## config.mk

```make
export PLATFORM = sky130hd
export DESIGN_NAME = mmio_register_bank
export DESIGN_NICKNAME = d
export VERILOG_FILES = /design/src/rtl/mmio_register_bank_pkg.sv /design/src/rtl/mmio_reg_word.sv /design/src/rtl/mmio_register_bank.sv
export SDC_FILE = /design/constraint.sdc
export NUM_CORES = 1
export LEC_CHECK = 0
export ABC_AREA = 1
export CAP_MARGIN = 0
export CORE_AREA = 3 3 190 192
export CTS_BUF_LIST = sky130_fd_sc_hd__clkbuf_16
export DETAILED_ROUTE_END_ITERATION = 10
export DIE_AREA = 0 0 193 195
export DONT_BUFFER_PORTS = 1
export PLACE_DENSITY = 0.3
export SLEW_MARGIN = 20
export SYNTH_ARGS = -nofsm -noshare
export SYNTH_HDL_FRONTEND = slang
export SYNTH_SLANG_ARGS = --single-unit
```

## constraint.sdc

```tcl
create_clock -name clk -period 1.6 [get_ports clk]
set_clock_uncertainty 0.2 [all_clocks]
set_input_delay 0.08 -clock clk [delete_from_list [all_inputs] [get_ports clk]]
set_output_delay 0.08 -clock clk [all_outputs]
set_load 0.02 [all_outputs]
```

## src/rtl/mmio_register_bank_pkg.sv

```systemverilog
// Shared constants, mode codes and lane helpers for the MMIO register bank.
// Bus code values mirror the data-memory request/response encoding.
package mmio_register_bank_pkg;

    localparam int WORD_W      = 32;
    localparam int ADDR_W      = 32;
    localparam int MEM_CODE_W  = 2;
    localparam int MEM_COUNT_W = 2;
    localparam int MMIO_MODE_W = 2;
    localparam int MAX_REGS    = 64;

    localparam logic [MEM_CODE_W-1:0] MEM_CODE_INVALID    = 2'd0;
    localparam logic [MEM_CODE_W-1:0] MEM_CODE_READ       = 2'd1;
    localparam logic [MEM_CODE_W-1:0] MEM_CODE_WRITE      = 2'd2;
    localparam logic [MEM_CODE_W-1:0] MEM_CODE_MISALIGNED = 2'd3;

    localparam logic [MEM_COUNT_W-1:0] MEM_COUNT_NONE = 2'd0;
    localparam logic [MEM_COUNT_W-1:0] MEM_COUNT_BYTE = 2'd1;
    localparam logic [MEM_COUNT_W-1:0] MEM_COUNT_HALF = 2'd2;
    localparam logic [MEM_COUNT_W-1:0] MEM_COUNT_WORD = 2'd3;

    typedef enum logic [MMIO_MODE_W-1:0] {
        MMIO_MODE_RO   = 2'd0,
        MMIO_MODE_RW   = 2'd1,
        MMIO_MODE_W1C  = 2'd2,
        MMIO_MODE_RSVD = 2'd3
    } mmio_mode_e;

    // Mode of word idx; the reserved code behaves like RO.
    function automatic mmio_mode_e mode_of(
        input logic [2*MAX_REGS-1:0] modes,
        input int                    idx
    );
        logic [MMIO_MODE_W-1:0] m;
        m = modes[2*idx +: 2];
        if (m == MMIO_MODE_RW)
            return MMIO_MODE_RW;
        else if (m == MMIO_MODE_W1C)
            return MMIO_MODE_W1C;
        else
            return MMIO_MODE_RO;
    endfunction

    // Byte enables of an access given its size and byte offset.
    function automatic logic [3:0] be_of(
        input logic [MEM_COUNT_W-1:0] cnt,
        input logic [1:0]             off
    );
        logic [3:0] be;
        be = 4'b0000;
        unique case (cnt)
            MEM_COUNT_BYTE: be = 4'b0001 << off;
            MEM_COUNT_HALF: be = off[1] ? 4'b1100 : 4'b0011;
            MEM_COUNT_WORD: be = 4'b1111;
            default:        be = 4'b0000;
        endcase
        return be;
    endfunction

endpackage

```

## src/rtl/mmio_reg_word.sv

```systemverilog
// One 32-bit MMIO storage word: RO (no storage), RW (byte-enable write)
// or W1C (sticky hw set, byte-enable write-one-to-clear).
module mmio_reg_word
    import mmio_register_bank_pkg::*;
#(
    parameter mmio_mode_e        MODE      = MMIO_MODE_RO,
    parameter logic [WORD_W-1:0] RESET_VAL = '0
) (
    input  logic              clk,
    input  logic              aresetn,
    input  logic              i_wr_en,
    input  logic [3:0]        i_be,
    input  logic [WORD_W-1:0] i_wr_data,
    input  logic [WORD_W-1:0] i_hw_set,
    output logic [WORD_W-1:0] o_value,
    output logic [WORD_W-1:0] o_next
);

    logic [WORD_W-1:0] w_bit_en;

    assign w_bit_en = {{8{i_be[3]}}, {8{i_be[2]}},
                       {8{i_be[1]}}, {8{i_be[0]}}};

    generate
        if (MODE == MMIO_MODE_RW) begin : g_rw
            logic [WORD_W-1:0] r_value;
            logic [WORD_W-1:0] w_next;
            logic              w_unused;

            assign w_unused = ^i_hw_set;

            // Replace only the enabled bytes on a store.
            always_comb begin
                w_next = r_value;
                if (i_wr_en)
                    w_next = (r_value & ~w_bit_en) | (i_wr_data & w_bit_en);
            end

            // Software-owned storage, preset to its reset value.
            always_ff @(posedge clk or negedge aresetn) begin
                if (!aresetn)
                    r_value <= RESET_VAL;
                else
                    r_value <= w_next;
            end

            assign o_value = r_value;
            assign o_next  = w_next;
        end else if (MODE == MMIO_MODE_W1C) begin : g_w1c
            logic [WORD_W-1:0] r_value;
            logic [WORD_W-1:0] w_clr;
            logic [WORD_W-1:0] w_next;

            // Clear where a 1 is written; hw set wins over a same-cycle clear.
            always_comb begin
                w_clr = '0;
                if (i_wr_en)
                    w_clr = i_wr_data & w_bit_en;
                w_next = (r_value & ~w_clr) | i_hw_set;
            end

            // Sticky status bits.
            always_ff @(posedge clk or negedge aresetn) begin
                if (!aresetn)
                    r_value <= '0;
                else
                    r_value <= w_next;
            end

            assign o_value = r_value;
            assign o_next  = w_next;
        end else begin : g_ro
            logic w_unused;

            assign w_unused = ^{clk, aresetn, i_wr_en, w_bit_en,
                                i_wr_data, i_hw_set};
            assign o_value  = '0;
            assign o_next   = '0;
        end
    endgenerate

endmodule

```

## src/rtl/mmio_register_bank.sv

```systemverilog
// Memory-mapped register bank with per-word RO/RW/W1C modes.
// Optional irq mask word and interrupt output: define MMIO_REGS_IRQ_EN.
module mmio_register_bank
    import mmio_register_bank_pkg::*;
#(
    parameter int                         REG_COUNT   = 4,
    parameter logic [ADDR_W-1:0]          ADDR_START  = '0,
    parameter logic [2*REG_COUNT-1:0]     REG_MODE    = '0,
    parameter logic [REG_COUNT*WORD_W-1:0] RESET_VALUE = '0
) (
    input  logic                          clk,
    input  logic                          aresetn,
    input  logic [ADDR_W-1:0]             i_req_addr,
    input  logic [MEM_COUNT_W-1:0]        i_req_count,
    input  logic                          i_req_wr_en,
    input  logic [WORD_W-1:0]             i_req_wr_data,
    output logic [WORD_W-1:0]             o_res_rd_data,
    output logic [MEM_CODE_W-1:0]         o_res_code,
    input  logic [REG_COUNT*WORD_W-1:0]   i_hw_values,
    input  logic [REG_COUNT*WORD_W-1:0]   i_hw_set,
    output logic [REG_COUNT*WORD_W-1:0]   o_sw_regs,
    output logic                          o_irq
);

    localparam int IDX_W = ADDR_W - 2;
`ifdef MMIO_REGS_IRQ_EN
    localparam int LAST = REG_COUNT;
`else
    localparam int LAST = REG_COUNT - 1;
`endif
    localparam logic [IDX_W-1:0] BASE_IDX = ADDR_START[ADDR_W-1:2];
    localparam logic [IDX_W-1:0] LAST_IDX = IDX_W'(LAST);
    localparam logic [2*MAX_REGS-1:0] MODES = (2*MAX_REGS)'(REG_MODE);

    logic [IDX_W-1:0]            w_idx;
    logic [1:0]                  w_off;
    logic                        w_access;
    logic                        w_misalign;
    logic                        w_in_range;
    logic [WORD_W-1:0]           w_sel_word;
    logic                        w_sel_ro;
    logic                        w_store;
    logic [3:0]                  w_be;
    logic [WORD_W-1:0]           w_wdata;
    logic [WORD_W-1:0]           w_lane;
    logic [MEM_CODE_W-1:0]       w_code_nxt;
    logic [WORD_W-1:0]           w_data_nxt;
    logic [REG_COUNT*WORD_W-1:0] w_stored;
    logic [REG_COUNT*WORD_W-1:0] w_next;
    logic [WORD_W-1:0]           w_rd_vals [REG_COUNT];
    logic [REG_COUNT-1:0]        w_word_we;
    logic                        w_unused;

    logic [WORD_W-1:0]           r_res_rd_data;
    logic [MEM_CODE_W-1:0]       r_res_code;

    assign w_idx      = i_req_addr[ADDR_W-1:2] - BASE_IDX;
    assign w_off      = i_req_addr[1:0];
    assign w_access   = (i_req_count != MEM_COUNT_NONE);
    assign w_misalign = ((i_req_count == MEM_COUNT_HALF) && w_off[0])
                     || ((i_req_count == MEM_COUNT_WORD) && (w_off != 2'b00));
    assign w_in_range = (w_idx <= LAST_IDX);
    assign w_be       = be_of(i_req_count, w_off);

`ifdef MMIO_REGS_IRQ_EN
    logic [WORD_W-1:0]    w_mask;
    logic [WORD_W-1:0]    w_mask_next;
    logic                 w_mask_we;
    logic [REG_COUNT-1:0] w_irq_bits;
    logic                 r_irq;

    assign w_mask_we = w_store && (w_idx == IDX_W'(REG_COUNT));

    mmio_reg_word #(
        .MODE      (MMIO_MODE_RW),
        .RESET_VAL ('0)
    ) u_mask (
        .clk       (clk),
        .aresetn   (aresetn),
        .i_wr_en   (w_mask_we),
        .i_be      (w_be),
        .i_wr_data (w_wdata),
        .i_hw_set  ('0),
        .o_value   (w_mask),
        .o_next    (w_mask_next)
    );
`endif

    // Shift store data into the addressed lane.
    always_comb begin
        w_wdata = i_req_wr_data;
        unique case (i_req_count)
            MEM_COUNT_BYTE:
                w_wdata = {24'b0, i_req_wr_data[7:0]} << {w_off, 3'b000};
            MEM_COUNT_HALF:
                w_wdata = {16'b0, i_req_wr_data[15:0]} << {w_off[1], 4'b0000};
            default:
                w_wdata = i_req_wr_data;
        endcase
    end

    // Select the addressed word and whether it rejects stores.
    always_comb begin
        w_sel_word = '0;
        w_sel_ro   = 1'b1;
        for (int i = 0; i < REG_COUNT; i++) begin
            if (w_idx == IDX_W'(i)) begin
                w_sel_word = w_rd_vals[i];
                w_sel_ro   = (mode_of(MODES, i) == MMIO_MODE_RO);
            end
        end
`ifdef MMIO_REGS_IRQ_EN
        if (w_idx == IDX_W'(REG_COUNT)) begin
            w_sel_word = w_mask;
            w_sel_ro   = 1'b0;
        end
`endif
    end

    assign w_store = w_access && i_req_wr_en && !w_misalign
                  && w_in_range && !w_sel_ro;

    genvar g;
    generate
        for (g = 0; g < REG_COUNT; g++) begin : g_word
            localparam mmio_mode_e MODE = mode_of(MODES, g);

            assign w_word_we[g] = w_store && (w_idx == IDX_W'(g));

            mmio_reg_word #(
                .MODE      (MODE),
                .RESET_VAL (RESET_VALUE[g*WORD_W +: WORD_W])
            ) u_word (
                .clk       (clk),
                .aresetn   (aresetn),
                .i_wr_en   (w_word_we[g]),
                .i_be      (w_be),
                .i_wr_data (w_wdata),
                .i_hw_set  (i_hw_set[g*WORD_W +: WORD_W]),
                .o_value   (w_stored[g*WORD_W +: WORD_W]),
                .o_next    (w_next[g*WORD_W +: WORD_W])
            );

            if (MODE == MMIO_MODE_RO) begin : g_rd_hw
                assign w_rd_vals[g] = i_hw_values[g*WORD_W +: WORD_W];
            end else begin : g_rd_sw
                assign w_rd_vals[g] = w_stored[g*WORD_W +: WORD_W];
            end

`ifdef MMIO_REGS_IRQ_EN
            if (MODE == MMIO_MODE_W1C) begin : g_irq_w1c
                assign w_irq_bits[g] =
                    |(w_next[g*WORD_W +: WORD_W] & w_mask_next);
            end else begin : g_irq_none
                assign w_irq_bits[g] = 1'b0;
            end
`endif
        end
    endgenerate

    assign o_sw_regs = w_stored;
    assign w_unused  = ^{i_hw_values, i_hw_set, w_next};

    // Extract the addressed lane, zero-extended.
    always_comb begin
        w_lane = w_sel_word;
        unique case (i_req_count)
            MEM_COUNT_BYTE:
                w_lane = {24'b0, 8'(w_sel_word >> {w_off, 3'b000})};
            MEM_COUNT_HALF:
                w_lane = {16'b0, 16'(w_sel_word >> {w_off[1], 4'b0000})};
            default:
                w_lane = w_sel_word;
        endcase
    end

    // Response code and data for the current request.
    always_comb begin
        w_code_nxt = MEM_CODE_INVALID;
        w_data_nxt = '0;
        if (!w_access)
            w_code_nxt = MEM_CODE_INVALID;
        else if (w_misalign)
            w_code_nxt = MEM_CODE_MISALIGNED;
        else if (!w_in_range)
            w_code_nxt = MEM_CODE_INVALID;
        else if (i_req_wr_en)
            w_code_nxt = w_sel_ro ? MEM_CODE_INVALID : MEM_CODE_WRITE;
        else begin
            w_code_nxt = MEM_CODE_READ;
            w_data_nxt = w_lane;
        end
    end

    // One-cycle registered response.
    always_ff @(posedge clk or negedge aresetn) begin
        if (!aresetn) begin
            r_res_code    <= MEM_CODE_INVALID;
            r_res_rd_data <= '0;
        end else begin
            r_res_code    <= w_code_nxt;
            r_res_rd_data <= w_data_nxt;
        end
    end

    assign o_res_code    = r_res_code;
    assign o_res_rd_data = r_res_rd_data;

`ifdef MMIO_REGS_IRQ_EN
    // Interrupt from next-state W1C bits under next-state mask.
    always_ff @(posedge clk or negedge aresetn) begin
        if (!aresetn)
            r_irq <= 1'b0;
        else
            r_irq <= |w_irq_bits;
    end

    assign o_irq = r_irq;
`else
    assign o_irq = 1'b0;
`endif

endmodule
```

==> results.py, run 1 <==
metrics = {
    "yosys": {
        "yosys_register_bits": 34,
        "syn_avg_cell_area_um2": 6.59,
        "yosysTopAreaCellShare_pct": 23.2,
        "ys_async_sr_fraction_pct": 100,
        "synthFlopType": "dfrtp_1",
        "synth_cell_types": 34,
        "synth_area_leaders": "buf_4, dfrtp_1, nand2_1",
        "yosys.area.top_type": "buf_4",
        "synthesis.instances": 668,
        "syn_area_um2": 4400,
        "synthesis.yosys.warnings": 0,
        "number_of_flops_mapped_to_enable_cells_by_yosys": 0,
        "portion_of_the_post_synthesis_area_used_by_sequential_elements_pct": 19.3,
    },
    "final_layout": {
        "final_core_utilization_pct": 19.1,
        "num-nets-final": 1141,
        "area_growth_pct": 49.6,
        "final_cell_area_um2": 6580,
        "insertedDiodeCount": 0,
        "final_layout_size_suffix_gt1_share_pct": 27.2,
        "filler_cell_count": 3974,
    },
    "setup_path": {
        "arrival_ns": 1.67,
        "cp_data_required_time_ns": 1.62,
        "critical_path.startpoint_type": "primary input",
        "end_kind": "flip-flop",
        "timing.critical_path.from": "i_req_addr[14]",
        "worst-setup-path-type": "primary input to flip-flop",
        "cp_max_fo": 8,
    },
    "floorplanning": {
        "initial_core_utilization_pct": 12.7,
        "dieHeight_um": 195,
        "floorplan.core_area_um2": 34500,
        "ios": 488,
        "dieArea_um2": 37600,
        "std_cell_rows": 68,
        "dieWidth_um": 193,
    },
    "outcome": {
        "failed_checks": "negative hold slack, negative setup slack",
        "run_status": "complete, but fails checks",
    },
    "global_routing": {
        "grt_overflow": 0,
        "grt_antenna_before_repair": 0,
        "global_route.usage.total_pct": 12.1,
        "grt_max_degree": 35,
        "grt_first_pass_wirelength_um": 32500,
        "first_global_vias": 4657,
    },
    "clocking": {
        "cts.clk_slew.worst_paths_ns": 0.05,
        "cts_buffers": 5,
        "tritoncts_num_sinks": 34,
        "cts_htree_levels": 2,
        "clock-root-buffer": "clkbuf_16",
        "clk_path_buf_depth": 2,
        "tritoncts": "done",
    },
    "place": {
        "port_buffers": 0,
        "place.detailed.hpwl_um": 18900,
        "place.gp.congestion": 0.788,
        "dpl-instance-area_um2": 4850,
    },
    "timing": {
        "max_freq_ghz": 0.606,
        "timing.slew.headroom_pct": 61.4,
        "finalHoldWorstSlack_ns": -0.188,
        "worst_slew_pin_slew_ns": 0.579,
        "fin_ws_ns": -0.0505,
        "setup_viol": 9,
        "maxSlewViolCount": 0,
        "fin_crit_ns": 1.65,
        "finalHoldViolCount": 10,
        "rsz0062_at_grt": "yes",
        "finalCritPeriodShare_pct": 103,
    },
    "drt": {
        "dr_total_vias": 4585,
        "drc": 0,
        "finalWirelength_um": 24500,
        "drt_first_pass_iters": 4,
        "antenna_left": 0,
        "detailedRoute.firstIterationViolations": 185,
        "route.detailed.vias_per_inst": 3.62,
        "detail_route.wl_per_cell_um": 19.4,
    },
    "power": {
        "vdd_drop_max_mv": 0.264,
        "p_leak_uw": 0.00329,
        "power.density_nw_per_um2": 395,
    },
    "run": {
        "cap_viol_max_count": 0,
    },
    "worst_hold_path": {
        "holdCritStartpoint": "i_req_addr[1]",
        "holdCritPathClass": "primary input to flip-flop",
    },
}
==> sequential cells by signal (all words and copies together) (netlist names) <==
signal / count
o_res_code: 2
o_res_rd_data: 32
==> stage by stage <==
step                worst slack, ns  TNS (ns)  power (uW)  cells
global route                 -0.167     -2.07        2730   1268
floorplan                  -0.00458  -0.00916        1550    796
detailed placement           -0.564    -11.93        1410   1164
CTS                         -0.0452    -0.191        2610   1255
global placement             -0.567    -12.07        1410   1164
finish                      -0.0505    -0.241        2600   1268
==> cells in the mapped netlist (6+ instances only) <==
library cell  count
nor2_2            8
buf_6            13
dfrtp_1          34
a21oi_1          24
nand3_1         112
nor2_4            6
o211ai_1          7
nand2_1         167
nor2_1           50
buf_4           136
inv_1            44
a31oi_1           7
nand2_2           6
==> layout by cell type, fill, tap and decap left out, types with 2 or more instances in the layout <==
cell type and count:
a21oi_1 16, a21oi_2 12, a31oi_1 4, a31oi_2 3, buf_12 17, buf_16 4
buf_4 57, buf_6 10, clkbuf_16 5, clkinv_1 3, conb_1 129, dfrtp_1 34
dlygate4sd3_1 69, ha_1 4, inv_1 42, inv_2 6, nand2_1 147, nand2_2 13
nand2_4 17, nand2_8 2, nand3_1 86, nand3_2 23, nand3_4 6, nand4_1 5
nor2_1 37, nor2_2 13, nor2_4 14, nor2_8 5, o211ai_1 7, o21ai_0 3
o21ai_1 3, o21ai_2 2, o21bai_2 2, or2_4 2
==> final timing paths <==
path | slack, ns | endpoint | cells after the start
setup / recovery | -0.05 | o_res_rd_data[0] | 16
hold / removal | -0.19 | o_res_rd_data[0] | 3
max in group asynchronous | 0.93 | o_res_rd_data[2] | 2
min in group asynchronous | 0.07 | o_res_rd_data[13] | 2
==> cell families after synthesis <==
| family | count (synthesis) | synth area share [%] |
|---|---|---|
| other | 1 | 0.0852 |
| AO/OA/AOI/OAI | 55 | 7.79 |
| flip-flops | 34 | 19.3 |
| adder cells (fa/ha/maj) | 4 | 1.14 |
| AND/OR/NAND/NOR | 370 | 40.3 |
| buffers and inverters | 204 | 31.3 |
==> layout make-up <==
type	instances	area, um2	area share, %
Clock buffer	5	125	1.90
Timing Repair Buffer	159	1700	25.9
Multi-Input combinational cell	559	3100	47.1
Clock inverter	3	12.5	0.190
Tap cell	455	569	8.65
Inverter	52	214	3.25
Timing Repair inverter	1	8.76	0.133
Sequential cell	34	851	12.9
==> critical path, stage by stage <==
cell	delay, ns
nor2_4	0.11
nand2_4	0.08
nor2_8	0.13
buf_12	0.12
buf_6	0.09
nand2_4	0.06
nor2_8	0.16
clkinv_8	0.12
buf_12	0.18
nand3_4	0.09
nand2_4	0.07
nand3_2	0.06
nand2_1	0.06
nand2_1	0.08
nand2_1	0.06
a21oi_2	0.11
==> power by group <==
| part | internal [uW] | switching, uW |
|---|---|---|
| Sequential | 863 | 6.59 |
| Combinational | 227 | 518 |
| Clock | 565 | 424 |
| Total | 1650 | 948 |
==> layer usage <==
metal / track usage [%] / share of wire [%] / vias to the layer above
met5: 0 / 0 / -
met4: 2.49 / 1.3 / 0
met3: 3.36 / 10 / 16
met2: 21.6 / 49 / 276
met1: 14.4 / 39 / 2120
li1: - / - / 2173
==> repair_timing <==
action | CTS | global route
pin swaps | 21 | 25
gates resized for setup | 58 | 71
hold buffers | 68 | 2
setup endpoints to repair | 23 | 26
gates cloned | 5 | 2
buffers inserted | 10 | 10
endpoints found under the hold margin | 68 | 9
(Power assumes the default switching activity.)
==> run 2, diff against run 1 <==
--- a/config.mk
+++ b/config.mk
@@ -16,4 +16,5 @@
 export SLEW_MARGIN = 20
 export SYNTH_ARGS = -nofsm -noshare
 export SYNTH_HDL_FRONTEND = slang
+export SYNTH_HIERARCHICAL = 1
 export SYNTH_SLANG_ARGS = --single-unit
==> run 2 against run 1 <==
  * The flow still finishes with violations (negative hold slack, negative setup slack)
  * Global-route usage increased by 0.38 points
  * Core utilization grew 0.42 points
  * Sequential share of layout area shrank 0.28 points
  * Total power decreased by 6.5%
  * Flip-flop and latch count unchanged
  * Worst setup slack got worse by 0.077 ns
  * Synthesized cell count increased by 13%
  * Design area grew 2.2%
  * Critical endpoint is now o_res_rd_data[18]
  * Largest power group unchanged
==> results.py, run 2 <==
metrics = {
    "outcome": {
        "run_status": "complete, but fails checks",
        "failed_checks": "negative hold slack, negative setup slack",
    },
    "drt": {
        "detailedRoute.firstIterationViolations": 217,
        "antenna_left": 0,
        "route.detailed.vias_per_inst": 3.63,
        "detail_route.wl_per_cell_um": 18.9,
        "drt_first_pass_iters": 5,
        "finalWirelength_um": 25200,
        "dr_total_vias": 4814,
        "drc": 0,
    },
    "timing": {
        "setup_viol": 19,
        "finalSetupTns_ns": -1.31,
        "finalCritPeriodShare_pct": 108,
        "fin_ws_ns": -0.128,
        "finalHoldViolCount": 5,
        "finalHoldWorstSlack_ns": -0.0698,
        "rsz0062_at_grt": "yes",
        "maxSlewViolCount": 0,
        "fin_crit_ns": 1.73,
        "max_freq_ghz": 0.579,
    },
    "setup_path": {
        "cp_data_required_time_ns": 1.60,
        "end_kind": "flip-flop",
        "arrival_ns": 1.73,
        "critPathSlowestCell": "buf_4",
        "cp_slowest_stage_delay_ns": 0.19,
        "worst-setup-path-type": "primary input to flip-flop",
        "cp_max_fo": 5,
        "crit_path_cell_trace": "nor2_4, nand2_4, buf_12, nor2_8, nand2_4, nor2_4, buf_6, nand2_1, nand3_1, o211ai_1, buf_4, buf_4, a21oi_1",
        "critical_path.startpoint_type": "primary input",
    },
    "floorplanning": {
        "dieWidth_um": 193,
        "ios": 488,
        "floorplan.core_area_um2": 34500,
        "initial_core_utilization_pct": 13.2,
        "std_cell_rows": 68,
        "dieArea_um2": 37600,
        "dieHeight_um": 195,
    },
    "clocking": {
        "tritoncts_num_sinks": 34,
        "clk_path_buf_depth": 2,
        "cts_htree_levels": 2,
        "ctsHoldBuffers": 27,
        "cts.clk_slew.worst_paths_ns": 0.05,
        "tritoncts": "done",
        "clock-root-buffer": "clkbuf_16",
        "cts_buffers": 5,
    },
    "final_layout": {
        "area_growth_pct": 47.7,
        "mostFrequentLayoutCell": "nand2_1",
        "num-nets-final": 1197,
        "filler_cell_count": 4043,
        "final_core_utilization_pct": 19.5,
        "final_layout_size_suffix_gt1_share_pct": 33.8,
        "largest_reg_flops": 32,
        "most-common-layout-cells": "nand2_1, conb_1, buf_4",
    },
    "global_routing": {
        "grt_max_degree": 35,
        "grt_overflow": 0,
        "global_route.usage.total_pct": 12.5,
        "first_global_vias": 4671,
        "grt_first_pass_wirelength_um": 33500,
        "grt_antenna_before_repair": 6,
    },
    "yosys": {
        "synthesis.yosys.warnings": 6,
        "synthesis.instances": 754,
        "syn_avg_cell_area_um2": 6.04,
        "syn_area_um2": 4550,
    },
    "place": {
        "place.detailed.hpwl_um": 20400,
        "place.gp.congestion": 0.804,
        "port_buffers": 0,
        "post-place-ws_ns": -0.724,
    },
    "run": {
        "cap_viol_max_count": 0,
    },
    "power": {
        "power.density_nw_per_um2": 362,
        "total_power_uw": 2430,
        "p_leak_uw": 0.00344,
        "vdd_drop_max_mv": 0.455,
    },
    "worst_hold_path": {
        "holdCritPathClass": "primary input to flip-flop",
    },
}
==> run 2: cell types whose count changed in the layout (fill, tap and decap cells not counted), sizes merged, moves of 7 or more <==
cell	change
nand2	+49
a21boi	+9
inv	+15
nor2	+20
a21oi	+19
nand3	-28
a31oi	-7
buf	+25
dlygate4sd3	-43
==> run 2: critical path: cells and delay by family <==
family | cells | cell delay (ns)
and+or+nand+nor | 7 | 0.74
buffers and inverters | 4 | 0.62
AOI/OAI and AO/OA | 2 | 0.29
==> run 2: repair_timing <==
item,4_1_cts,5_1_grt
cloned,4,3
endpoints found under the hold margin,61,4
pin swaps,25,72
gates resized for setup,76,105
setup endpoints to repair,32,32
setup buffers,14,9
==> run 2: path summary, 6_finish.rpt <==
kind                          startpoint                 to  slack [ns]  depth (start not counted)
hold / removal               i_req_wr_en      o_res_code[0]       -0.07                          3
setup / recovery           i_req_addr[4]  o_res_rd_data[18]       -0.13                         13
max in group asynchronous        aresetn  o_res_rd_data[12]        0.95                          2
min in group asynchronous        aresetn      o_res_code[1]        0.05                          2
==> run 2: cell type report <==
| type | count | area, um2 | share of cell area [%] |
|---|---|---|---|
| inverter | 65 | 258 | 3.83 |
| tap | 455 | 569 | 8.46 |
| clock inverter | 3 | 12.5 | 0.186 |
| timing repair buffer | 144 | 1510 | 22.4 |
| antenna | 4 | 10.0 | 0.149 |
| sequential | 34 | 851 | 12.6 |
| clock buffer | 5 | 125 | 1.86 |
| multi-input combinational | 618 | 3400 | 50.5 |
==> run 2: layer usage <==
layer	routed length [um]	up-vias	global-route usage, %
met1	10100	2217	15.7
met2	12600	243	22.0
met5	27	-	0
met3	2150	20	2.84
li1	-	2330	-
met4	261	4	1.93
==> run 2: where the power goes <==
part | internal [uW] | switching (uW) | leakage [uW]
logic | 164 | 472 | 0.00290
clock network | 563 | 366 | 0.0000724
registers | 864 | 6.68 | 0.000474
==> run 2: stage by stage <==
step	cell area [um2]	cells
6_report	6730	1328
5_1_grt	6720	1326
4_1_cts	6280	1317
3_5_place_dp	5360	1264
3_3_place_gp	5360	1264
2_1_floorplan	5110	878
